$ cat config.mk
export PLATFORM = sky130hd
export DESIGN_NAME = axil_mem_slave
export DESIGN_NICKNAME = d
export VERILOG_FILES = /design/src/rtl/axil_mem_slave.sv
export SDC_FILE = /design/constraint.sdc
export NUM_CORES = 1
export LEC_CHECK = 0
export ABC_AREA = 1
export BUFFER_PORTS_ARGS = -buffer_cell sky130_fd_sc_hd__buf_2
export CORE_MARGIN = 8
export CORE_UTILIZATION = 25
export DETAILED_ROUTE_END_ITERATION = 6
export PLACE_DENSITY = 0.37
export SLEW_MARGIN = 40
export SYNTH_ARGS = -nofsm -noshare
export SYNTH_HDL_FRONTEND = slang
export SYNTH_SLANG_ARGS = --single-unit
export TNS_END_PERCENT = 50
$ cat constraint.sdc
create_clock -name s_axi_aclk -period 2.1 [get_ports s_axi_aclk]
set_clock_uncertainty 0.1 [all_clocks]
set_input_delay 0.21 -clock s_axi_aclk [delete_from_list [all_inputs] [get_ports s_axi_aclk]]
set_output_delay 0.21 -clock s_axi_aclk [all_outputs]
set_load 0.03 [all_outputs]
$ cat src/rtl/axil_mem_slave.sv
// rtl/axil_mem_slave.sv - AXI-Lite slave exposing a small bank of byte-writable 32-bit registers.
// Independent write and read FSMs; out-of-window accesses answer SLVERR.
module axil_mem_slave #(
    parameter int DATA_WIDTH = 32,
    parameter int ADDR_WIDTH = 8,
    parameter int RESP_WIDTH = 3,
    parameter int BASE_ADDR  = 0,
    parameter int NUM_WORDS  = 4
) (
    input  logic                    s_axi_aclk,
    input  logic                    s_axi_areset,
    input  logic [ADDR_WIDTH-1:0]   s_axi_awaddr,
    input  logic                    s_axi_awvalid,
    output logic                    s_axi_awready,
    input  logic [DATA_WIDTH-1:0]   s_axi_wdata,
    input  logic [DATA_WIDTH/8:0]   s_axi_wstrb,
    input  logic                    s_axi_wvalid,
    output logic                    s_axi_wready,
    output logic [RESP_WIDTH-1:0]   s_axi_bresp,
    output logic                    s_axi_bvalid,
    input  logic                    s_axi_bready,
    input  logic [ADDR_WIDTH-1:0]   s_axi_araddr,
    input  logic                    s_axi_arvalid,
    output logic                    s_axi_arready,
    output logic [DATA_WIDTH-1:0]   s_axi_rdata,
    output logic [RESP_WIDTH-1:0]   s_axi_rresp,
    output logic                    s_axi_rvalid,
    input  logic                    s_axi_rready
);
    localparam int STRB_W = DATA_WIDTH / 8;
    localparam int IDX_W  = (NUM_WORDS > 1) ? $clog2(NUM_WORDS) : 1;
    localparam logic [31:0] WIN_BYTES = 32'(4 * NUM_WORDS);
    localparam logic [RESP_WIDTH-1:0] RESP_OKAY   = '0;
    localparam logic [RESP_WIDTH-1:0] RESP_SLVERR = RESP_WIDTH'(2);

    typedef enum logic {W_IDLE, W_RESP} w_state_t;
    typedef enum logic {R_IDLE, R_DATA} r_state_t;

    w_state_t                w_state_q, w_state_d;
    r_state_t                r_state_q, r_state_d;
    logic                    aw_held_q, aw_held_d;
    logic                    w_held_q, w_held_d;
    logic [ADDR_WIDTH-1:0]   awaddr_q, awaddr_d;
    logic [DATA_WIDTH-1:0]   wdata_q, wdata_d;
    logic [STRB_W-1:0]       wstrb_q, wstrb_d;
    logic                    bvalid_q, bvalid_d;
    logic [RESP_WIDTH-1:0]   bresp_q, bresp_d;
    logic                    rvalid_q, rvalid_d;
    logic [DATA_WIDTH-1:0]   rdata_q, rdata_d;
    logic [RESP_WIDTH-1:0]   rresp_q, rresp_d;
    logic [DATA_WIDTH-1:0]   mem_q [NUM_WORDS];
    logic [DATA_WIDTH-1:0]   mem_d [NUM_WORDS];

    logic                    aw_fire, w_fire, ar_fire;
    logic [ADDR_WIDTH-1:0]   waddr_eff;
    logic [DATA_WIDTH-1:0]   wdata_eff;
    logic [STRB_W-1:0]       wstrb_eff;
    logic [31:0]             w_off, r_off;
    logic                    w_hit, r_hit;
    logic [IDX_W-1:0]        w_idx, r_idx;
    logic                    unused_wstrb;

    assign unused_wstrb = s_axi_wstrb[STRB_W];

    assign s_axi_awready = !s_axi_areset && (w_state_q == W_IDLE) && !aw_held_q;
    assign s_axi_wready  = !s_axi_areset && (w_state_q == W_IDLE) && !w_held_q;
    assign s_axi_arready = !s_axi_areset && (r_state_q == R_IDLE);

    assign aw_fire = s_axi_awvalid && s_axi_awready;
    assign w_fire  = s_axi_wvalid && s_axi_wready;
    assign ar_fire = s_axi_arvalid && s_axi_arready;

    // A held beat takes priority; otherwise the beat handshaking this cycle is used directly.
    assign waddr_eff = aw_held_q ? awaddr_q : s_axi_awaddr;
    assign wdata_eff = w_held_q ? wdata_q : s_axi_wdata;
    assign wstrb_eff = w_held_q ? wstrb_q : s_axi_wstrb[STRB_W-1:0];

    // Unsigned wrap makes addresses below the base fall outside the window too.
    assign w_off = 32'(waddr_eff) - 32'(BASE_ADDR);
    assign w_hit = w_off < WIN_BYTES;
    assign w_idx = w_off[IDX_W+1:2];
    assign r_off = 32'(s_axi_araddr) - 32'(BASE_ADDR);
    assign r_hit = r_off < WIN_BYTES;
    assign r_idx = r_off[IDX_W+1:2];

    always_comb begin
        w_state_d = w_state_q;
        aw_held_d = aw_held_q;
        w_held_d  = w_held_q;
        awaddr_d  = awaddr_q;
        wdata_d   = wdata_q;
        wstrb_d   = wstrb_q;
        bvalid_d  = bvalid_q;
        bresp_d   = bresp_q;
        mem_d     = mem_q;
        case (w_state_q)
            W_IDLE: begin
                if (aw_fire) begin
                    aw_held_d = 1'b1;
                    awaddr_d  = s_axi_awaddr;
                end
                if (w_fire) begin
                    w_held_d = 1'b1;
                    wdata_d  = s_axi_wdata;
                    wstrb_d  = s_axi_wstrb[STRB_W-1:0];
                end
                if ((aw_held_q || aw_fire) && (w_held_q || w_fire)) begin
                    if (w_hit) begin
                        for (int i = 0; i < STRB_W; i++) begin
                            if (wstrb_eff[i]) begin
                                mem_d[w_idx][8*i +: 8] = wdata_eff[8*i +: 8];
                            end
                        end
                    end
                    bresp_d   = w_hit ? RESP_OKAY : RESP_SLVERR;
                    bvalid_d  = 1'b1;
                    aw_held_d = 1'b0;
                    w_held_d  = 1'b0;
                    w_state_d = W_RESP;
                end
            end
            W_RESP: begin
                if (s_axi_bready) begin
                    bvalid_d  = 1'b0;
                    w_state_d = W_IDLE;
                end
            end
            default: w_state_d = W_IDLE;
        endcase
    end

    // Reads sample mem_q, so a same-edge write to the same word returns the old value.
    always_comb begin
        r_state_d = r_state_q;
        rvalid_d  = rvalid_q;
        rdata_d   = rdata_q;
        rresp_d   = rresp_q;
        case (r_state_q)
            R_IDLE: begin
                if (ar_fire) begin
                    rdata_d   = r_hit ? mem_q[r_idx] : '0;
                    rresp_d   = r_hit ? RESP_OKAY : RESP_SLVERR;
                    rvalid_d  = 1'b1;
                    r_state_d = R_DATA;
                end
            end
            R_DATA: begin
                if (s_axi_rready) begin
                    rvalid_d  = 1'b0;
                    r_state_d = R_IDLE;
                end
            end
            default: r_state_d = R_IDLE;
        endcase
    end

    always_ff @(posedge s_axi_aclk) begin
        if (s_axi_areset) begin
            w_state_q <= W_IDLE;
            r_state_q <= R_IDLE;
            aw_held_q <= 1'b0;
            w_held_q  <= 1'b0;
            awaddr_q  <= '0;
            wdata_q   <= '0;
            wstrb_q   <= '0;
            bvalid_q  <= 1'b0;
            bresp_q   <= '0;
            rvalid_q  <= 1'b0;
            rdata_q   <= '0;
            rresp_q   <= '0;
            mem_q     <= '{default: '0};
        end else begin
            w_state_q <= w_state_d;
            r_state_q <= r_state_d;
            aw_held_q <= aw_held_d;
            w_held_q  <= w_held_d;
            awaddr_q  <= awaddr_d;
            wdata_q   <= wdata_d;
            wstrb_q   <= wstrb_d;
            bvalid_q  <= bvalid_d;
            bresp_q   <= bresp_d;
            rvalid_q  <= rvalid_d;
            rdata_q   <= rdata_d;
            rresp_q   <= rresp_d;
            mem_q     <= mem_d;
        end
    end

    assign s_axi_bvalid = bvalid_q;
    assign s_axi_bresp  = bresp_q;
    assign s_axi_rvalid = rvalid_q;
    assign s_axi_rdata  = rdata_q;
    assign s_axi_rresp  = rresp_q;
endmodule

After elaboration in Yosys (flattened, before gate mapping) --
Cells that the tools add are included.
Storage, ports and cells: output and inout port bits 43, input bits 60, ROM bits 0, bits in writable memories 0, latch bits 0, register bits 216, logic and storage cells 104, memories kept 0
Cells by class: add/sub/neg operators 0, equality and inequality tests 4, multiply operators 0, $lt $le $gt $ge 5, shift-type cells 0, divide/modulo/power cells 0, bitwise operators 4, reductions and logical operators 25, muxes and demuxes 50
Operator list (count):
- 128-bit two-way mux | 13
- 128-bit bitwise mux | 4
- 32-bit demux with 2-bit select | 4
- 32-bit two-way mux | 5
- 32-bit binary-select mux with 2-bit select | 1
- 24-bit two-way mux | 1
- 8-bit by 5-bit < comparator with 1-bit output (second input constant) | 2
- 16-bit two-way mux | 1
- 8-bit two-way mux | 2
- 2-bit AND reduction | 8
- 1-bit two-way mux | 12
- 1-bit logical AND | 9
- 1-bit case mux with 2 select lines | 4
- 3-bit >= comparator (second input constant) | 2
- 2-bit inequality test (second input constant) | 3
- 2-bit inverter with 3-bit output | 2
- 2-bit two-way mux | 2
- 4-bit two-way mux | 1
- 2-bit nonzero test | 2
- 1-bit zero test | 3
- 3-bit by 1-bit < comparator with 1-bit output (second input constant) | 1
- 3-bit AND reduction | 1
- 1-bit logical OR | 2
- 2-bit by 1-bit inequality test with 1-bit output (second input constant) | 1
- 1-bit inverter | 2

Depth between registers and ports, before layout --
Gate-level depths: netlist of the first run.
depth after elaboration 23, gate-level depth with buffers 11, mapped depth without buffers 9

Worst setup path before layout of the first run --
Ideal clock, no wire load.
path type input -> register, start point input port s_axi_areset, end point register rdata_q[24], in the netlist s_axi_rdata[24], slack 137 ps, library setup time 70 ps, stages on the path 7, arrival time 1792 ps, data required time 1930 ps, buffers on the path 2, cell sequence buf_4 nor2_1 nand2_1 nor4_4 buf_4 nand2_1 a21oi_1
Between the ends: longest elaborated chain between the ends 4
RTL lines:
- from (decl) | RTL line 11 | input logic s_axi_areset,
- 1-bit zero test | RTL line 67 | assign s_axi_arready = !s_axi_areset && (r_state_q == R_IDLE);
- 1-bit logical AND | RTL line 67
- net s_axi_arready | RTL line 24 | output logic s_axi_arready,
- 1-bit logical AND | RTL line 71 | assign ar_fire = s_axi_arvalid && s_axi_arready;
- 2-bit AND reduction (no line)
- to (signal assigned) | RTL line 183 | rdata_q <= rdata_d;
- to (decl) | RTL line 49 | logic [DATA_WIDTH-1:0] rdata_q, rdata_d;
The timed path passes the listed nets, and every way through them passes these cells. A chain may end at the register's enable or synchronous reset.

Worst setup path after layout of the first run --
start point register w_held_q, end point register mem_q[61] (netlist bit)
Between the ends: longest elaborated chain between the ends 17, elaborated cells on any way between the ends 24, those cells by class mux (18); reduce/logical (6)
RTL lines:
- from (decl) | RTL line 42 | logic w_held_q, w_held_d;
- from (signal assigned) | RTL line 176 | w_held_q <= w_held_d;
- 4-bit two-way mux | RTL line 76 | assign wstrb_eff = w_held_q ? wstrb_q : s_axi_wstrb[STRB_W-1:0];
- 128-bit two-way mux | RTL line 110 | if (wstrb_eff[i]) begin
- 128-bit two-way mux | RTL line 108 | if (w_hit) begin
- 128-bit two-way mux | RTL line 107 | if ((aw_held_q || aw_fire) && (w_held_q || w_fire)) begin
- 128-bit two-way mux | RTL line 96 | case (w_state_q)
- 128-bit bitwise mux | RTL line 111 | mem_d[w_idx][8*i +: 8] = wdata_eff[8*i +: 8];
- 128-bit two-way mux | RTL line 110
- 128-bit two-way mux | RTL line 108
- 128-bit two-way mux | RTL line 107
- 128-bit two-way mux | RTL line 96
- 128-bit bitwise mux | RTL line 111
- 128-bit two-way mux | RTL line 110
- 128-bit two-way mux | RTL line 108
- 128-bit two-way mux | RTL line 107
- 128-bit two-way mux | RTL line 96
- 128-bit bitwise mux | RTL line 111
- 128-bit two-way mux | RTL line 110
- to (signal assigned) | RTL line 185 | mem_q <= mem_d;
- to (decl) | RTL line 51 | logic [DATA_WIDTH-1:0] mem_q [NUM_WORDS];
Parallel ways exist; a longest one is shown, timed or not. The select of a mux whose other input is x is not followed.

==> impl_metrics.csv, run 1 <==
group,metric,value,unit
logic_synthesis,netlist_area,0.01052,sq mm
logic_synthesis,post_synth.cell_area_avg,6.686,sq um
global_routing,grt_max_degree,71,
clock_network,clock_latency,0.54,ns
clock_network,cts_inserted_buffers,27,
die,start_util,0.2518,
detailed_routing,drtIter0Drc,480,
sta,tightest_slew,0.8443,ns
clock_network,cts_buffer_depth,3,
die,die-area,0.04889,sq mm
setup_path,reg2reg_depth,9,
worst_hold_path,hold_path.class,"in2reg",
setup_path,cpMostUsedCell,"nand2_1",
worst_hold_path,min_path_cells,4,
layout,num_antenna_cells,0,
placed_design,port_buffers,93,
logic_synthesis,synth_top_area_frac,0.3998,
sta,fmax,500.4,MHz
layout,area_delta_synth_final,28.14,%
clock_network,cts_tree,"yes",
setup_path,worst_ep_required_time,2.40,ns
sta,rsz0062_at_grt,"false",
layout,fillers,4497,
detailed_routing,drc,0,
detailed_routing,wl,35.57,mm
clock_network,clk_pin_slew,0.06,ns
placed_design,gp_congestion,0.7508,
global_routing,antenna_found_initial,0,
detailed_routing,vias_per_cell,4.408,
setup_path,cp-end-kind,"flop",
global_routing,grtUsageTotal,0.1403,
logic_synthesis,synth_area_leader_cell,"dfxtp_1",
logic_synthesis,yosysWarnings,0,
placed_design,dp_hpwl,22.03,mm
clock_network,cts.sinks,210,
layout,final_nets,1777,
sta,fin_crit_sh,0.9516,
logic_synthesis,yosysSeqAreaShare,0.3998,
setup_path,worstSetupStartpointType,"flop",
sta,relSlewSlack,0.4350,
sta,holdWs,0.02040,ns
pwr,power.density,788.3,mW/mm^2
layout,finalNonFillerCells,2274,
placed_design,dp_cells,2169,
logic_synthesis,ys_types,34,
detailed_routing,ant_nets,0,
die,core,0.04176,sq mm
setup_path,critPathMaxFanout,8,
logic_synthesis,yosys-top-cells-area,"dfxtp_1 40%, nand2_1 14%, inv_1 8.9%, a21oi_1 7.2%, o21ai_0 5.8%",
sta,hold_viol,0,
logic_synthesis,synthCells,1573,
setup_path,path_class,"reg2reg",
die,die_h,221.1,um
die,die_w,221.1,um
setup_path,critPathSlowestCell,"dfxtp_2",
sta,finalSetupViolCount,0,
setup_path,cp.arrival,2.30,ns
pwr,peakVddDrop,0.0005934,V
die,io_pins,103,
global_routing,grt_overflow,0,
setup_path,slowest_delay,0.34,ns
layout,drive_gt1_frac,0.1458,
job,cap_violations,0,
die,fp-row-count,75,
detailed_routing,vias,10023,
setup_path,worstPathCellList,"inv_2 -> nand3_2 -> nand2_2 -> nand2_4 -> nor2_8 -> buf_6 -> nand2_1 -> nand2_1 -> a21oi_1",
sta,slew_violations,0,
global_routing,grt_first_pass_wirelength,55.70,mm
clock_network,h-tree-depth,1,
global_routing,grt_pass1_vias,9678,
logic_synthesis,synth-seq-cells,210,
detailed_routing,wl_per_cell,15.64,um
clock_network,clk_root_buffer_cell,"clkbuf_16",
outcome,status,"finished clean",
detailed_routing,firstDrtPassIters,5,
sta,min_period,1.998,ns
pwr,cellLeakagePower,5.699,nW
-- sequential cells by signal, summed over array words and instances (netlist names), 4 cells and up --
signal	cells
wstrb_q	4
mem_q	128
wdata_q	32
s_axi_rdata	32
awaddr_q	6
-- cells by family (layout without fill, tap and decap cells) --
logic type      after synthesis  after routing  synth area share
other cells                   1              4         0.0003566
flops                       210            210            0.3998
buf+inv                     358            517            0.1405
compound gates              296            296            0.1480
simple gates                708            708            0.3114
-- metal layers --
metal  share of wire  GRT usage  vias to the layer above
met5               0          0                        -
met4           0.014    0.03293                        0
met3           0.037    0.01825                       35
met2            0.46     0.2375                      168
met1            0.49     0.1875                     4528
li1                -          -                     5292
-- timing repair --
item,CTS,global route
hold buffers,53,0
gates resized for setup,0,6
endpoints found under the hold margin,47,0
endpoints found under the setup margin,0,112
setup buffers,0,2
-- path summary, 6_finish.rpt --
check,from,endpoint,slack (ns)
min,s_axi_areset,awaddr_q[2],0.02
min reg2reg,wdata_q[28],wdata_q[28],0.35
max reg2reg,w_held_q,mem_q[61],0.10
max,w_held_q,mem_q[61],0.10
-- final cells by class --
type | instances | area (sq um) | share of cell area
sequential | 210 | 4207 | 0.3122
tap | 539 | 674.4 | 0.05005
inverter | 256 | 970.9 | 0.07205
clock buffer | 36 | 769.5 | 0.05710
clock inverter | 11 | 186.4 | 0.01383
timing repair buffer | 214 | 1805 | 0.1340
multi-input combinational | 1008 | 4862 | 0.3608
-- stage by stage --
step	utilization	worst slack [ns]	setup TNS (ns)	instance area [sq um]	power, mW
4_1_cts	0.3200	0.01369	0	13360	10.82
3_3_place_gp	0.2830	-0.03102	-0.4838	11820	5.620
5_1_grt	0.3227	0.004002	0	13480	11.14
6_report	0.3227	0.1016	0	13480	10.62
3_5_place_dp	0.2844	0.05087	0	11880	5.645
2_1_floorplan	-	0.1374	0	10530	5.024
-- placed cells by master, fill, tap and decap left out, types with 3 or more instances in the layout --
cell / Yosys / routed
buf_12: 1 / 17
nand2_1: 383 / 381
dfxtp_1: 210 / 208
nand2_4: 3 / 3
clkbuf_8: 0 / 6
inv_1: 250 / 249
nand3_4: 13 / 13
bufinv_16: 0 / 5
o21ai_4: 3 / 3
nor2_4: 4 / 4
buf_4: 17 / 43
o21ai_0: 121 / 121
clkbuf_1: 57 / 3
nor3_1: 26 / 25
o21a_1: 7 / 7
inv_2: 4 / 3
clkbuf_16: 0 / 30
clkinv_2: 0 / 4
nor2_1: 132 / 132
o22ai_1: 8 / 8
buf_8: 0 / 4
o21ai_2: 3 / 3
a21oi_1: 151 / 151
nand2_2: 4 / 6
conb_1: 1 / 4
nand4_1: 96 / 96
inv_4: 2 / 4
buf_2: 9 / 93
nand3_1: 41 / 41
dlygate4sd3_1: 0 / 53
-- where the power goes --
part	switching [mW]	internal (mW)	total, mW
clock network	1.83	3.16	5.00
logic	1.00	0.515	1.52
registers	0.0345	4.07	4.11
-- critical path, delay by kind of cell, from the launching register on --
kind,cells,cell delay (ns)
buffers and inverters,2,0.40
AO/OA/AOI/OAI,1,0.07
flip-flops,1,0.34
AND/OR/NAND/NOR,6,0.94
-- Yosys cell counts --
cell	n
o21ai_4	3
nor2_8	1
conb_1	1
inv_1	250
dfxtp_1	210
or2_2	1
nand2_2	4
inv_2	4
nand2_1	383
o21a_1	7
nand3_2	1
o21ai_0	121
buf_6	5
a211oi_1	1
o21ai_2	3
buf_12	1
nand3_4	13
a21oi_1	151
buf_1	13
nor2_1	132
nand4_1	96
buf_2	9
nor3_1	26
inv_4	2
nand3_1	41
buf_4	17
nor2_2	1
nor3_2	1
o22ai_1	8
clkbuf_1	57
nand2_4	3
o21ai_1	2
nor4_4	1
nor2_4	4
(Power assumes the default switching activity.)
==> run 2: changes to the inputs <==
--- a/config.mk
+++ b/config.mk
@@ -6,11 +6,12 @@
 export NUM_CORES = 1
 export LEC_CHECK = 0
 export ABC_AREA = 1
-export BUFFER_PORTS_ARGS = -buffer_cell sky130_fd_sc_hd__buf_2
 export CORE_MARGIN = 8
 export CORE_UTILIZATION = 25
 export DETAILED_ROUTE_END_ITERATION = 6
-export PLACE_DENSITY = 0.37
+export DONT_BUFFER_PORTS = 1
+export GPL_ROUTABILITY_DRIVEN = 0
+export PLACE_DENSITY = 0.35
 export SLEW_MARGIN = 40
 export SYNTH_ARGS = -nofsm -noshare
 export SYNTH_HDL_FRONTEND = slang
==> run 2 against run 1 <==
Compared with the run above: non-clock buffer count is 65 lower; sequential cell count is the same; wire length increased by 6.8%; cell count decreased by 2.9%; clock power fell by 10%; maximum frequency decreased by 1.1%; critical endpoint is now s_axi_rdata[1]; highest routed layer is now met5.
==> impl_metrics.csv, run 2 (same netlist as run 1, synthesis figures left out) <==
group,metric,value,unit
outcome,status,"finished clean",
sta,finalSetupViolCount,0,
die,die-area,0.04889,sq mm
pwr,total_power,10.07,mW
detailed_routing,drtIter0Drc,482,
pwr,switchingPower,2.826,mW
layout,top_register,"mem_q",
die,die_h,221.1,um
placed_design,pre_cts_slack,0.1384,ns
sta,setup_slack,0.07945,ns
layout,layout_commonest_cell,"nand2_1",
sta,tightest_slew,0.7510,ns
setup_path,worst_ep_required_time,2.48,ns
setup_path,cp-end-kind,"flop",
layout,drive_gt1_frac,0.09946,
detailed_routing,wl,37.99,mm
pwr,pwr-share-clk,0.445,
global_routing,grt_max_degree,73,
clock_network,clk_pin_slew,0.06,ns
global_routing,grt_first_pass_wirelength,56.76,mm
detailed_routing,ant_nets,0,
global_routing,grtUsageTotal,0.1442,
layout,area_delta_synth_final,25.01,%
detailed_routing,firstDrtPassIters,5,
detailed_routing,wl_per_cell,17.21,um
setup_path,r2r_slack,0.08,ns
pwr,share_comb_of_total_power,0.145,
layout,largest_reg_flops,128,
layout,final_cell_mix,"381 x nand2_1, 249 x inv_1, 208 x dfxtp_1",
sta,fin_tns_setup,0,ns
placed_design,port_buffers,0,
die,fp-row-count,75,
setup_path,reg2reg_depth,7,
global_routing,antenna_found_initial,2,
detailed_routing,vias_per_cell,4.454,
placed_design,dp_hpwl,22.34,mm
die,start_util,0.2518,
placed_design,dp_cells,2078,
job,cap_violations,0,
clock_network,cts_tree,"yes",
detailed_routing,drc,0,
placed_design,place_area,0.01138,sq mm
sta,hold_viol,0,
clock_network,h-tree-depth,1,
die,die_w,221.1,um
clock_network,cts.sinks,210,
global_routing,grt_overflow,0,
setup_path,critPathMaxFanout,7,
clock_network,clock_latency,0.54,ns
die,core,0.04176,sq mm
setup_path,worst_r2r_endpoint,"s_axi_rdata[1]",
setup_path,worstSetupStartpointType,"flop",
layout,num_antenna_cells,0,
die,io_pins,103,
worst_hold_path,whs_endpoint,"mem_q[87]",
pwr,power.density,766.2,mW/mm^2
sta,rsz0062_at_grt,"true",
worst_hold_path,min_path_cells,4,
setup_path,r2r_start,"r_state_q",
pwr,cellLeakagePower,5.358,nW
layout,final_nets,1712,
detailed_routing,vias,9834,
sta,fin_crit_sh,0.9622,
layout,finalNonFillerCells,2208,
sta,min_period,2.021,ns
clock_network,cts_inserted_buffers,27,
worst_hold_path,worstHoldStart,"s_axi_wdata[23]",
worst_hold_path,hold_path.class,"in2reg",
setup_path,cp.arrival,2.40,ns
pwr,peakVddDrop,0.0004906,V
layout,fin_area,0.01315,sq mm
sta,slew_violations,0,
pwr,internal_power,7.247,mW
pwr,seqPwrFrac,0.410,
clock_network,clk_root_buffer_cell,"clkbuf_16",
clock_network,cts_buffer_depth,3,
pwr,swShare,0.2805,
sta,fmax,494.9,MHz
setup_path,path_class,"reg2reg",
sta,relSlewSlack,0.4974,
global_routing,grt_pass1_vias,9593,
==> run 2: cell types whose count changed in the layout (fill, tap and decap cells not counted), moves of 2 or more <==
cell            before  now
buf_8                4    1
bufinv_16            5    1
buf_6                1    5
clkinv_2             4    1
dlygate4sd3_1       53   65
buf_2               93    0
clkbuf_1             3   11
dlymetal6s4s_1       0    2
buf_4               43   56
buf_12              17   15
==> run 2: repair_timing <==
action,CTS,global route
setup endpoints to repair,1,132
hold buffers,70,0
pin swaps,0,3
setup buffers,0,9
gates cloned,0,5
hold endpoints to repair,129,0
gates resized for setup,1,11
==> run 2: final cells by class <==
class	instances	area (sq um)
sequential	210	4207
tap	539	674.4
fill	4575	28610
multi-input combinational	1008	4865
inverter	256	970.9
clock buffer	44	799.5
clock inverter	2	35.03
timing repair buffer	149	1595
==> run 2: worst max path at each step <==
stage,from,to,slack [ns],cells after the start
2_1_floorplan,s_axi_areset,s_axi_rdata[24],0.14,7
3_3_place_gp,w_held_q,mem_q[19],0.10,6
3_5_place_dp,w_held_q,mem_q[44],0.14,7
4_1_cts,s_axi_areset,mem_q[61],0.004,11
5_1_grt,r_state_q,s_axi_rdata[1],-0.02,7
6_report,r_state_q,s_axi_rdata[1],0.08,7
==> run 2: through the flow <==
stage                     utilization  hold slack, ns
final                          0.3148         0.01864
after global routing           0.3148         0.03518
after CTS                      0.3105        0.002963
after detailed placement       0.2725          0.1932
after global placement         0.2722          0.1900
after floorplan                     -          0.2210
==> run 2: metal layers <==
| layer | track usage | vias up | share of wire |
|---|---|---|---|
| met5 | 0 | - | 0.00055 |
| li1 | - | 5167 | - |
| met3 | 0.02407 | 40 | 0.045 |
| met1 | 0.1945 | 4477 | 0.49 |
| met4 | 0.03229 | 4 | 0.015 |
| met2 | 0.2384 | 146 | 0.45 |
==> run 2: power by group through the flow <==
stage	Clock [mW]	Combinational (mW)	Sequential (mW)
2_1_floorplan	0	0.820	4.20
3_3_place_gp	0	1.25	4.21
3_5_place_dp	0	1.26	4.21
4_1_cts	4.66	1.46	4.13
5_1_grt	4.81	1.61	4.14
6_report	4.48	1.46	4.13
==> run 2: worst max-delay path, cell delays in order (launching register included) <==
cell and delay, ns:
dfxtp_1 0.33, nor2_2 0.13, nand2_2 0.09, nor4_4 0.30
clkbuf_16 0.22, nand2_1 0.10, a21oi_1 0.14, dlygate4sd3_1 0.55
==> run 3: changes to the inputs <==
--- a/config.mk
+++ b/config.mk
@@ -12,7 +12,7 @@
 export DONT_BUFFER_PORTS = 1
 export GPL_ROUTABILITY_DRIVEN = 0
 export PLACE_DENSITY = 0.35
-export SLEW_MARGIN = 40
+export SLEW_MARGIN = 0
 export SYNTH_ARGS = -nofsm -noshare
 export SYNTH_HDL_FRONTEND = slang
 export SYNTH_SLANG_ARGS = --single-unit
==> constraint.sdc (replaced) <==
create_clock -name s_axi_aclk -period 2.1 [get_ports s_axi_aclk]
set_clock_uncertainty 0.1 [all_clocks]
set_input_delay 0.21 -clock s_axi_aclk [delete_from_list [all_inputs] [get_ports s_axi_aclk]]
set_output_delay 0.21 -clock s_axi_aclk [all_outputs]
set_load 0.01 [all_outputs]
==> run 3 against run 2 <==
Compared with the run above: die area unchanged; clock power up 2%; sequential share of layout area up 0.47 points; cell count down 1.0%; register-to-register slack better by 0.07 ns; wire length down 2.5%; sequential power about the same; sequential cell count unchanged; worst setup slack better by 0.074 ns; critical path depth down 2; final area down 1.5%; via count down 0.81%; critical path type unchanged; largest power group unchanged; highest routed layer unchanged.
==> impl_metrics.csv, run 3 (same netlist as run 1, synthesis figures left out) <==
group,metric,value,unit
detailed_routing,drc,0,
setup_path,r2r_start,"w_held_q",
placed_design,port_buffers,0,
pwr,peakVddDrop,0.0005252,V
setup_path,worst_r2r_endpoint,"wdata_q[31]",
job,cap_violations,0,
layout,largest_reg_flops,128,
die,fp-row-count,75,
setup_path,cp-end-kind,"flop",
sta,rsz0062_at_grt,"true",
clock_network,clk_pin_slew,0.06,ns
placed_design,dp_hpwl,22.14,mm
global_routing,grt_max_degree,67,
layout,top_register,"mem_q",
global_routing,grt_util_met3,0.02658,
die,start_util,0.2518,
worst_hold_path,hold_path.class,"in2reg",
setup_path,cp.arrival,2.33,ns
die,core,0.04176,sq mm
pwr,power.density,782.3,mW/mm^2
detailed_routing,vias,9754,
clock_network,h-tree-depth,1,
setup_path,slowest_delay,0.58,ns
worst_hold_path,worstHoldStart,"s_axi_araddr[2]",
layout,finalNonFillerCells,2186,
detailed_routing,drtIter0Drc,504,
die,die-area,0.04889,sq mm
die,die_w,221.1,um
clock_network,cts_buffer_depth,3,
layout,area_delta_synth_final,23.19,%
setup_path,reg2reg_depth,5,
die,die_h,221.1,um
global_routing,grt_pass1_vias,9444,
clock_network,cts.sinks,210,
setup_path,critPathSlowestCell,"dlygate4sd3_1",
pwr,cellLeakagePower,5.256,nW
layout,final_cell_mix,"381 x nand2_1, 249 x inv_1, 208 x dfxtp_1",
layout,layout_commonest_cell,"nand2_1",
setup_path,worstPathCellList,"buf_6 -> nor3_4 -> nand3_1 -> dlygate4sd3_1 -> a21oi_1",
setup_path,worstSetupStartpointType,"flop",
global_routing,grt_overflow,0,
outcome,status,"finished clean",
placed_design,dp_cells,2069,
layout,drive_gt1_frac,0.09593,
sta,fin_crit_sh,0.9269,
detailed_routing,wl_per_cell,16.95,um
sta,min_period,1.946,ns
die,io_pins,103,
global_routing,busiest_layer,"met2",
sta,relSlewSlack,0.5162,
layout,num_antenna_cells,0,
detailed_routing,wl,37.04,mm
detailed_routing,vias_per_cell,4.462,
sta,tightest_slew,0.7256,ns
clock_network,clk_root_buffer_cell,"clkbuf_16",
clock_network,cts_inserted_buffers,27,
placed_design,place_area,0.01129,sq mm
global_routing,grtUsageTotal,0.1455,
worst_hold_path,whs_endpoint,"s_axi_rdata[28]",
sta,holdWs,0.01222,ns
detailed_routing,firstDrtPassIters,4,
global_routing,met2_usage,0.2347,
sta,slew_violations,0,
global_routing,use_met1,0.1992,
clock_network,cts_tree,"yes",
detailed_routing,ant_nets,0,
sta,hold_viol,0,
sta,finalSetupViolCount,0,
setup_path,r2r_slack,0.15,ns
sta,fmax,513.8,MHz
worst_hold_path,min_path_cells,4,
global_routing,grt_first_pass_wirelength,57.01,mm
layout,utilization,0.3102,
clock_network,clock_latency,0.55,ns
setup_path,critPathMaxFanout,41,
layout,final_nets,1689,
setup_path,path_class,"reg2reg",
global_routing,antenna_found_initial,2,
setup_path,worst_ep_required_time,2.48,ns
layout,fillers,4612,
layout,fin_area,0.01295,sq mm
[run 3: changes by cell type in the layout (fill, tap and decap cells not counted), sizes merged]
cell,change
clkbuf,-7
dlymetal6s4s,-2
dlygate4sd3,-9
o21ai,+2
clkinv,+5
buf,-11
[run 3: final cells by class]
| cell class | instances | area, sq um | area share |
|---|---|---|---|
| Clock buffer | 40 | 794.5 | 0.06133 |
| Clock inverter | 7 | 60.06 | 0.004636 |
| Sequential cell | 210 | 4207 | 0.3247 |
| Multi-Input combinational cell | 1010 | 4880 | 0.3767 |
| Inverter | 256 | 970.9 | 0.07495 |
| Timing Repair Buffer | 124 | 1369 | 0.1057 |
| Tap cell | 539 | 674.4 | 0.05206 |
[run 3: worst max-delay path: cells and delay by family, from the launching register on]
kind	cells	cell delay, ns
AOI/OAI and AO/OA	1	0.11
DFF	1	0.33
and+or+nand+nor	2	0.55
buffers and inverters	2	0.79
[run 3: routing by layer]
layer	up-vias	wire, um
li1	5132	-
met1	4431	18120
met2	144	16290
met3	43	1902
met4	4	704
met5	-	26
[run 3: worst max-delay path by stage]
stage,startpoint,to,cells past startpoint
finish,w_held_q,wdata_q[31],5
global route,w_held_q,wdata_q[29],5
CTS,s_axi_areset,wdata_q[29],8
detailed placement,w_held_q,mem_q[36],7
global placement,w_held_q,mem_q[36],7
floorplan,w_held_q,mem_q[96],10
[run 3: power by group]
| part | internal [mW] | total (mW) | switching, mW |
|---|---|---|---|
| registers | 4.07 | 4.11 | 0.0410 |
| logic | 0.483 | 1.46 | 0.973 |
| clock network | 2.71 | 4.57 | 1.86 |
[run 3: metrics by stage]
step                TNS [ns]  setup slack [ns]  power [mW]
finish                     0            0.1536       10.13
global route         -0.1095          -0.05908       10.62
CTS                        0          0.008924       10.26
detailed placement         0           0.07520       5.425
global placement           0           0.07858       5.421
floorplan                  0            0.4529       4.994
[run 3: what timing repair did]
item / CTS / global route
hold buffers: 60 / 0
gates resized for setup: 1 / 6
cloned: 0 / 3
buffers inserted: 0 / 7
pin swaps: 0 / 5
setup endpoints to repair: 1 / 109
hold endpoints to repair: 149 / 0
